==> src/rtl/hyper_cordic_iter_if.sv <==
// hyper_cordic_iter_if: operand/result handshake bundle for the hyperbolic CORDIC iterator
interface hyper_cordic_iter_if #(parameter int DWIDTH = 16);
    logic                     iValid;
    logic                     iReady;
    logic signed [DWIDTH-1:0] iX;
    logic signed [DWIDTH-1:0] iY;
    logic signed [DWIDTH-1:0] iZ;
    logic                     oValid;
    logic                     oReady;
    logic signed [DWIDTH-1:0] oCosh;
    logic signed [DWIDTH-1:0] oSinh;
    modport master (output iValid, iX, iY, iZ, oReady, input iReady, oValid, oCosh, oSinh);
    modport slave  (input iValid, iX, iY, iZ, oReady, output iReady, oValid, oCosh, oSinh);
endinterface

==> src/rtl/hyper_cordic_iter.sv <==
// hyper_cordic_iter: iterative hyperbolic CORDIC, one micro-rotation per cycle, Q2.13 data
module hyper_cordic_iter #(
    parameter int DWIDTH = 16,
    parameter int NSTEP  = 16
) (
    input  logic               clk,
    input  logic               rst,
    hyper_cordic_iter_if.slave bus
);
    localparam int SW = $clog2(NSTEP);
    localparam int ATANH [0:15] = '{0, 4500, 2092, 1029, 513, 256, 128, 64, 32, 16, 8, 4, 2, 1, 1, 0};

    typedef enum logic [1:0] {IDLE, RUN, DONE} state_t;

    state_t                   state;
    logic [SW-1:0]            step;
    logic [SW-1:0]            sh;
    logic signed [DWIDTH-1:0] x, y, z;
    logic signed [DWIDTH-1:0] xs, ys, tz;
    logic signed [DWIDTH-1:0] x_n, y_n, z_n;
    logic signed [DWIDTH-1:0] cosh_q, sinh_q;
    logic                     valid_q;

    assign bus.iReady = (state == IDLE);
    assign bus.oValid = valid_q;
    assign bus.oCosh  = cosh_q;
    assign bus.oSinh  = sinh_q;

    // one micro-rotation; shifts 4 and 13 are repeated for convergence, both updates use old x/y
    always_comb begin
        sh  = (step < SW'(4)) ? step + SW'(1) : (step < SW'(14)) ? step : step - SW'(1);
        xs  = x >>> sh;
        ys  = y >>> sh;
        tz  = DWIDTH'(ATANH[sh]);
        x_n = z[DWIDTH-1] ? x - ys : x + ys;
        y_n = z[DWIDTH-1] ? y - xs : y + xs;
        z_n = z[DWIDTH-1] ? z + tz : z - tz;
    end

    // control FSM with datapath and registered result; DONE spends one cycle publishing the result
    always_ff @(posedge clk) begin
        if (rst) begin
            state   <= IDLE;
            step    <= '0;
            x       <= '0;
            y       <= '0;
            z       <= '0;
            cosh_q  <= '0;
            sinh_q  <= '0;
            valid_q <= 1'b0;
        end else begin
            case (state)
                IDLE: if (bus.iValid) begin
                    x     <= bus.iX;
                    y     <= bus.iY;
                    z     <= bus.iZ;
                    step  <= '0;
                    state <= RUN;
                end
                RUN: begin
                    x    <= x_n;
                    y    <= y_n;
                    z    <= z_n;
                    step <= step + SW'(1);
                    if (step == SW'(NSTEP - 1)) state <= DONE;
                end
                DONE: if (!valid_q) begin
                    cosh_q  <= x;
                    sinh_q  <= y;
                    valid_q <= 1'b1;
                end else if (bus.oReady) begin
                    valid_q <= 1'b0;
                    state   <= IDLE;
                end
                default: state <= IDLE;
            endcase
        end
    end
endmodule

==> src/flat_wrapper.sv <==
// flat-port wrapper written by rule: the top's interface ports become plain ports
module hyper_cordic_iter_flat 
#(
    parameter int DWIDTH = 16,
    parameter int NSTEP  = 16
)
  (clk, rst, bus_iValid, bus_iX, bus_iY, bus_iZ, bus_oReady, bus_iReady, bus_oValid, bus_oCosh, bus_oSinh);
  hyper_cordic_iter_if #(.DWIDTH(DWIDTH)) bus_i ();
  input  logic clk;
  input  logic rst;
  input wire logic [$bits(bus_i.iValid)-1:0] bus_iValid;
  input wire logic [$bits(bus_i.iX)-1:0] bus_iX;
  input wire logic [$bits(bus_i.iY)-1:0] bus_iY;
  input wire logic [$bits(bus_i.iZ)-1:0] bus_iZ;
  input wire logic [$bits(bus_i.oReady)-1:0] bus_oReady;
  output wire logic [$bits(bus_i.iReady)-1:0] bus_iReady;
  output wire logic [$bits(bus_i.oValid)-1:0] bus_oValid;
  output wire logic [$bits(bus_i.oCosh)-1:0] bus_oCosh;
  output wire logic [$bits(bus_i.oSinh)-1:0] bus_oSinh;
  assign bus_i.iValid = bus_iValid;
  assign bus_i.iX = bus_iX;
  assign bus_i.iY = bus_iY;
  assign bus_i.iZ = bus_iZ;
  assign bus_i.oReady = bus_oReady;
  assign bus_iReady = bus_i.iReady;
  assign bus_oValid = bus_i.oValid;
  assign bus_oCosh = bus_i.oCosh;
  assign bus_oSinh = bus_i.oSinh;
  hyper_cordic_iter #(.DWIDTH(DWIDTH), .NSTEP(NSTEP)) u_core (.clk(clk), .rst(rst), .bus(bus_i));
endmodule
==> config.mk <==
export PLATFORM = sky130hd
export DESIGN_NAME = hyper_cordic_iter_flat
export DESIGN_NICKNAME = d
export VERILOG_FILES = /design/src/rtl/hyper_cordic_iter_if.sv /design/src/rtl/hyper_cordic_iter.sv /design/src/flat_wrapper.sv
export SDC_FILE = /design/constraint.sdc
export NUM_CORES = 1
export LEC_CHECK = 0
export ABC_AREA = 1
export CAP_MARGIN = 20
export CORE_ASPECT_RATIO = 0.9
export CORE_MARGIN = 3
export CORE_UTILIZATION = 63
export CTS_BUF_LIST = sky130_fd_sc_hd__clkbuf_16
export DETAILED_ROUTE_END_ITERATION = 12
export PLACE_DENSITY = 0.87
export SETUP_SLACK_MARGIN = 0.05
export SLEW_MARGIN = 20
export SYNTH_ARGS = -nofsm -noshare
export SYNTH_HDL_FRONTEND = slang
export SYNTH_SLANG_ARGS = --single-unit
==> constraint.sdc <==
create_clock -name clk -period 9.8 [get_ports clk]
set_input_delay 2.94 -clock clk [delete_from_list [all_inputs] [get_ports clk]]
set_output_delay 2.94 -clock clk [all_outputs]
set_load 0.005 [all_outputs]
Yosys cells after proc, flatten, opt, wreduce, memory -nomap -nowiden
Memories as Yosys holds them, arrays and structs flattened.
Cells that the tools add are included.
{"block": "totals", "reg_bits": 87, "mem_bits_ro": 512, "input_bits": 52, "out_inout_bits": 34, "word_cells": 58, "memories": 1}
{"block": "classes", "addsub": 8, "n_lt_le_gt_ge": 3, "n_eq_ne": 7, "shifts": 2, "muxes": 22, "n_bitwise": 2, "n_reduce_logical": 5}
{"name": "(name not given)", "depth": 16, "word_bits": 32, "read_ports": 1, "rd_ports_with_merged_regs": 0, "write_ports": 0, "line": "hyper_cordic_iter.sv:34", "source": "tz = DWIDTH'(ATANH[sh]);"}
{"cell": "16-bit 2-to-1 mux", "count": 8}
{"cell": "16-bit one-hot mux with 2 select lines", "count": 3}
{"cell": "16-bit adder", "count": 3}
{"cell": "16-bit subtractor", "count": 3}
{"cell": "16-bit by 4-bit >>> shifter with 16-bit output", "count": 2}
{"cell": "4-bit 2-to-1 mux", "count": 3}
{"cell": "2-bit 2-to-1 mux", "count": 4}
{"cell": "4-bit one-hot mux with 2 select lines", "count": 1}
{"cell": "2-bit one-hot mux with 3 select lines", "count": 1}
{"cell": "5-bit >= comparator, second input constant", "count": 1}
{"cell": "4-bit NOT with 5-bit output", "count": 1}
{"cell": "4-bit by 1-bit adder with 4-bit output, second input constant", "count": 1}
{"cell": "4-bit equality test, second input constant", "count": 1}
{"cell": "4-bit by 3-bit less-than comparator with 1-bit output, second input constant", "count": 1}
{"cell": "4-bit less-than comparator, second input constant", "count": 1}
{"cell": "2-bit by 1-bit != test with 1-bit output, second input constant", "count": 2}
{"cell": "2-bit != test, second input constant", "count": 2}
{"cell": "2-bit AND reduction", "count": 2}
{"cell": "4-bit AND reduction", "count": 1}
{"cell": "4-bit by 1-bit subtractor with 4-bit output, second input constant", "count": 1}
{"cell": "2-bit by 1-bit equality test with 1-bit output, second input constant", "count": 1}
{"cell": "2-bit equality test, second input constant", "count": 1}
{"cell": "2-bit logical NOT", "count": 1}
{"cell": "1-bit 2-to-1 mux", "count": 2}
{"cell": "other kinds (2)", "count": 2}

Logic depth before layout (Yosys ltp)
{"block": "logic_depth", "word_depth": 10, "mapped_depth": 37, "depth_no_buf": 35}

Least setup slack after synthesis
OpenSTA, ideal clock, no wires.
{"block": "synth_path", "path_type": "register to register", "startpoint": "register u_core.step[1]", "endpoint": "register u_core.y[15]", "setup_time_ns": 0.132, "arrival_ns": 4.037, "required_ns": 9.668, "setup_slack_ns": 5.630, "stages_incl_launch_ff": 35, "n_path_buf": 1, "period_less_slack_ns": 4.170, "cell_sequence": "dfxtp_1 -> inv_2 -> ha_1 -> inv_1 -> nor2_1 -> a21oi_4 -> buf_2 -> nand3_1 -> nand2_1 -> nand2_1 -> nand3_1 -> nand2_1 -> inv_1 -> ha_1 -> nand3_1 -> nor2_1 -> nand2_1 -> o31ai_2 -> nand2_1 -> xnor2_1 -> ha_1 -> nand2_1 -> nor2_1 -> a211oi_1 -> o211ai_1 -> nand3_1 -> nand2_1 -> nand2_1 -> nand2_1 -> a21oi_1 -> inv_1 -> nand3_1 -> nand3_1 -> nand2_1 -> a21oi_1"}
{"block": "synth_between", "elab_chain_len": 7, "word_cells_on_any_way": 11, "classes_between": "add/sub (4); order compare (2); shift (1); mux (4)"}
{"element": "start: declaration", "line": "hyper_cordic_iter.sv:16", "source": "logic [SW-1:0] step;"}
{"element": "start signal: assignment", "line": "hyper_cordic_iter.sv:64", "source": "step <= step + SW'(1);"}
{"element": "4-bit by 1-bit subtractor with 4-bit output or 4-bit less-than comparator (tied branches)", "line": "hyper_cordic_iter.sv:31", "source": "sh = (step < SW'(4)) ? step + SW'(1) : (step < SW'(14)) ? step : step - SW'(1);"}
{"element": "4-bit 2-to-1 mux", "line": "hyper_cordic_iter.sv:31"}
{"element": "4-bit 2-to-1 mux (*)", "line": "hyper_cordic_iter.sv:31"}
{"element": "16-bit by 4-bit >>> shifter with 16-bit output (*)", "line": "hyper_cordic_iter.sv:32", "source": "xs = x >>> sh;"}
{"element": "16-bit adder or 16-bit subtractor (tied branches)", "line": "hyper_cordic_iter.sv:36", "source": "y_n = z[DWIDTH-1] ? y - xs : y + xs;"}
{"element": "16-bit 2-to-1 mux (*)", "line": "hyper_cordic_iter.sv:36"}
{"element": "16-bit one-hot mux with 2 select lines (*)", "line": "hyper_cordic_iter.sv:52", "source": "case (state)"}
{"element": "end signal: assignment", "line": "hyper_cordic_iter.sv:55", "source": "y <= bus.iY;"}
{"element": "end signal: assignment", "line": "hyper_cordic_iter.sv:62", "source": "y <= y_n;"}
{"element": "end: declaration", "line": "hyper_cordic_iter.sv:18", "source": "logic signed [DWIDTH-1:0] x, y, z;"}
Mark *: on every way between the ends. The rest lies on a longest branch, timed or not.
A chain may end at the register's enable or synchronous reset.

Worst setup path in the final report
{"block": "layout_path", "startpoint": "register u_core.step[3]", "endpoint": "register u_core.z[15]"}
{"block": "layout_between", "elab_chain_len": 10, "word_cells_on_any_way": 14, "classes_between": "add/sub (4); order compare (2); mux (6); bitwise (1); memory (1)"}
{"element": "4-bit by 1-bit subtractor with 4-bit output or 4-bit less-than comparator (tied branches)", "line": "hyper_cordic_iter.sv:31"}
{"element": "4-bit 2-to-1 mux", "line": "hyper_cordic_iter.sv:31"}
{"element": "4-bit 2-to-1 mux (*)", "line": "hyper_cordic_iter.sv:31"}
{"element": "4-bit NOT with 5-bit output (not written as such) (*)", "line": "hyper_cordic_iter.sv:34"}
{"element": "memory 16 x 32 bit (*)"}
{"element": "16-bit 2-to-1 mux (not written as such) (*) (2 in a row)", "line": "hyper_cordic_iter.sv:34"}
{"element": "16-bit subtractor or 16-bit adder (tied branches)", "line": "hyper_cordic_iter.sv:37", "source": "z_n = z[DWIDTH-1] ? z + tz : z - tz;"}
{"element": "16-bit 2-to-1 mux (*)", "line": "hyper_cordic_iter.sv:37"}
{"element": "16-bit one-hot mux with 2 select lines (*)", "line": "hyper_cordic_iter.sv:52"}
{"element": "end signal: assignment", "line": "hyper_cordic_iter.sv:56", "source": "z <= bus.iZ;"}
{"element": "end signal: assignment", "line": "hyper_cordic_iter.sv:63", "source": "z <= z_n;"}
{"element": "end: declaration", "line": "hyper_cordic_iter.sv:18"}
Mark *: on every way between the ends. The rest lies on a longest branch, timed or not. The select of a mux whose other input is x is not followed.

==> results.md <==
Critical path:
- The category of the critical setup timing path is flip-flop to flip-flop.
- The most critical setup path has its startpoint at u_core.step[3].
- The cell type with the highest occurrence count on the critical path is nand2_1.
- In this run the worst path has a maximum fanout of 37.
- The depth of the worst register-to-register path is 30.
- Setup slack on the worst reg-to-reg path comes out at 4150 ps.
- The peak per-stage delay on the critical path is 510 ps.
- The cell type of the slowest stage on the worst timing path is nand2_4.
- The worst setup path is captured at a flip-flop.
- At the worst endpoint, the arrival time is 5870 ps.
- The startpoint type of the worst setup path is a flip-flop.
- The termination of the worst setup path is u_core.z[15].
- The reg-to-reg critical path startpoint is u_core.step[3].
- The reg-to-reg endpoint is u_core.z[15].
- Data on the critical path is required at its endpoint by 10020 ps.

Placed design:
- The post-placement setup slack is 4449 ps.
- The congestion estimate from routability-driven global placement came to 1.027.
- The cell total after placement is 1491.
- The half-perimeter wire length after detailed placement is 16950 um.
- The number of port buffers is 85.

Hold path:
- The kind of path behind the tightest hold check is flip-flop to flip-flop.

Logic synthesis:
- The count of warnings emitted by yosys is 0.
- The flop and latch count out of synthesis is 87.
- The register area share after synthesis is 21.47%.
- The netlist uses 49 different library cells.
- The cell taking the most area after synthesis is dfxtp_1.
- The area share of the largest cell type after synthesis is 21.47%.
- The mean post-synth cell area is 6.206 um^2.
- The instance count of the mapped netlist is 1307.
- By area the synthesized netlist is led by dfxtp_1 (21%), nand2_1 (13%), nand3_1 (11%).
- The synthesized design contains 0 enable-type register cells.
- In the post-synthesis netlist, the cell with the most instances is nand2_1.
- The main flop type after synthesis is dfxtp_1.
- The area of the mapped netlist is 8112 um^2.
- After synthesis, the share of flip-flops with an asynchronous set or reset is 0%.
- The number of nets handed over by synthesis was 1417.
- After synthesis, the most frequently instantiated cells are nand2_1 (284), nand3_1 (175), a21oi_1 (131), nor2_1 (123), inv_1 (108).

STA:
- Setup repair after global routing left no endpoint under its margin.
- The measured slew at the worst slew-check pin is 1021 ps.
- The count of pins over their slew limit is 0.
- The final hold violation count is 0.
- Setup slack closes at 4150 ps.
- The accumulated negative setup slack is 0 ps.
- The highest achievable clock rate is 177.0 MHz.
- The worst hold slack after final layout is 443.8 ps.
- Subtracting the final worst setup slack from the clock period gives 5650 ps.
- The post-route clock period utilization is 57.65%.
- The worst-case clock skew is 7.521 ps.
- The relative slew slack is 31.97%.
- The final setup violation count is 0.

Floorplanning:
- The initial core utilization is 65.87%.
- The floorplan row count is 38.
- Measured along the x axis, the die boundary spans 125.6 um.
- The core area is 12310 um^2.
- In this run the count of I/O pins placed on the die edge is 86.
- The die is 113.6 um tall.
- The floorplan step defined a die boundary enclosing 14270 um^2.

Clock tree:
- The largest buffer count on any clock path is 2.
- The TritonCTS sink count is 87.
- The TritonCTS buffer count is 9.
- Clock-pin slew was measured on the worst setup and hold paths at 70 ps.
- The number of setup buffers added after CTS is 0.
- Once the clock tree was built, the resizer swapped 0 gates to a different size.
- At the later pin of the worst-skew pair, clock insertion delay measures 360 ps.
- The tree is rooted in a clkbuf_16.
- The number of hold buffers added after CTS was 0.
- The deepest level of the CTS H-tree is 3.
- TritonCTS built the clock tree.

Cells and area:
- Compared with the post-synthesis result, the final layout area differs by 13.54%.
- The total of fill cells in the finished design is 1060.
- The count of inserted antenna diode cells is 0.
- The multi-input combinational cells in the finished layout cover a total of 5605 um^2.
- Across the whole layout, storage elements account for 1742 um^2.
- Of the cells placed in the final design, the portion with a size suffix greater than 1 is 5.048%.
- The final net count is 1452.
- The final standard cell count with taps included and fillers excluded is 1507.

Job:
- Max-cap violations in this run came to 0.

Route:
- For this run, the detailed router's first-pass iteration total came to 5.
- The detailed router finished its first iteration with 825 violations.
- In the final routed layout, each cell accounts on average for 15.77 um.
- The final layout contains routed wiring with a total length of 23770 um.
- The DRC violations left is 0.
- The via count of the routed design is 8864.
- The detail route stage leaves a number of antenna-violating nets equal to 0.
- Using the TritonRoute via totals, the vias-per-cell ratio works out to 5.882.

Power:
- The clock network fraction of total power is 18.0%.
- The register share of total power is 23.4%.
- Combinational logic is responsible for 58.5% of the overall power.
- In this run the power spent charging and discharging nets is 0.9385 mW.
- The power density over cell area is 212.0 nW/um^2.
- Cell internal power was estimated by the tool at 1.014 mW.
- The worst vdd rail ir drop is 0.1712 mV.
- The total leakage power is 4.188 nW.
- The switching power as a share of total power is 48.07%.
- The overall power consumption is 1.953 mW.

Global route:
- Entering global routing, the biggest net connects 76 pins.
- The total congestion overflow is 0.
- The first global-routing pass estimated 39280 um of wire.
- The via count of the first global-routing pass was 8113.
- The initial antenna violation count came to 0.
- The overall track demand over capacity in global routing is 33.04%.

Run status:
- The flow ran to the end, and the final reports show no timing, DRC or antenna violations.
==> state kept, by name (all words and copies together), names as in the netlist <==
register and count:
u_core.bus.oCosh 16, u_core.z 16, u_core.state 2, u_core.bus.oValid 1, u_core.bus.oSinh 16, u_core.step 4, u_core.x 16, u_core.y 16
==> placed cells by master, fill, tap and decap left out, types with 4 or more instances in the layout <==
| cell | synthesis | final |
|---|---|---|
| xnor2_1 | 27 | 27 |
| dfxtp_1 | 87 | 87 |
| ha_1 | 55 | 55 |
| o31ai_1 | 4 | 4 |
| xor2_1 | 40 | 40 |
| inv_1 | 108 | 107 |
| a31oi_1 | 10 | 10 |
| nand2_2 | 5 | 5 |
| a221oi_1 | 4 | 4 |
| clkdlybuf4s50_1 | 0 | 85 |
| nor2_1 | 123 | 120 |
| buf_4 | 6 | 6 |
| nor2_2 | 3 | 4 |
| clkbuf_16 | 0 | 9 |
| o21ai_0 | 103 | 103 |
| nor3_1 | 4 | 4 |
| a21oi_1 | 131 | 131 |
| a21o_1 | 5 | 5 |
| o211ai_1 | 4 | 4 |
| a211oi_1 | 5 | 5 |
| nand2_1 | 284 | 284 |
| clkinv_1 | 6 | 6 |
| nand3_1 | 175 | 175 |
| a21oi_2 | 6 | 6 |
| inv_2 | 12 | 13 |
==> routing by layer <==
| layer | global-route usage [%] | vias up | part of all wire [%] |
|---|---|---|---|
| met5 | 0 | - | 0 |
| met4 | 9.610 | 0 | 2.1 |
| met2 | 53.96 | 378 | 45 |
| li1 | - | 4428 | - |
| met3 | 6.086 | 39 | 8.7 |
| met1 | 44.85 | 4019 | 44 |
==> cells by family after synthesis <==
family	Yosys count	share of synthesized area, %
XOR/XNOR	67	7.234
AO/OA/AOI/OAI	291	20.11
AND/OR/NAND/NOR	611	32.32
buffers and inverters	193	9.640
flip-flops	87	21.47
adder cells (fa/ha/maj)	58	9.224
==> metrics by stage <==
step	instance area, um^2	util [%]
floorplan	8112	-
global placement	8914	72.38
detailed placement	8914	72.38
CTS	9208	74.77
global route	9210	74.79
finish	9210	74.79
==> critical path: cells and delay by family, from the launching register on <==
kind	cells	cell delay [ps]
xor gates and xnor gates	1	290
adders and majority gates	3	830
and+or+nand+nor	15	2520
DFF	1	340
buffers and inverters	5	660
AOI/OAI and AO/OA	6	840
==> power groups by stage <==
stage          Combinational [mW]  Clock [mW]  Sequential, mW
2_1_floorplan               0.891           0           0.432
3_3_place_gp                 1.09           0           0.462
3_5_place_dp                 1.11           0           0.462
4_1_cts                      1.13       0.358           0.454
5_1_grt                      1.29       0.370           0.461
6_report                     1.14       0.352           0.457
==> layout make-up <==
class	instances	area share [%]
clock buffers	9	2.445
repair buffers	91	9.727
well taps	160	2.174
flip-flops and latches	87	18.91
clock inverters	7	0.7472
inverters	126	5.135
multi-input cells	1027	60.86
==> worst min path at each step <==
stage                         start                    to  slack, ps  cells after the start
3_5_place_dp   u_core.bus.oSinh[12]  u_core.bus.oSinh[12]        440                      2
5_1_grt        u_core.bus.oCosh[11]  u_core.bus.oCosh[11]        470                      2
3_3_place_gp   u_core.bus.oSinh[13]  u_core.bus.oSinh[13]        430                      2
6_report        u_core.bus.oSinh[1]   u_core.bus.oSinh[1]        440                      2
2_1_floorplan   u_core.bus.oCosh[0]   u_core.bus.oCosh[0]        440                      2
4_1_cts        u_core.bus.oSinh[12]  u_core.bus.oSinh[12]        450                      2
Note: power is estimated with default switching activity, not from simulation.
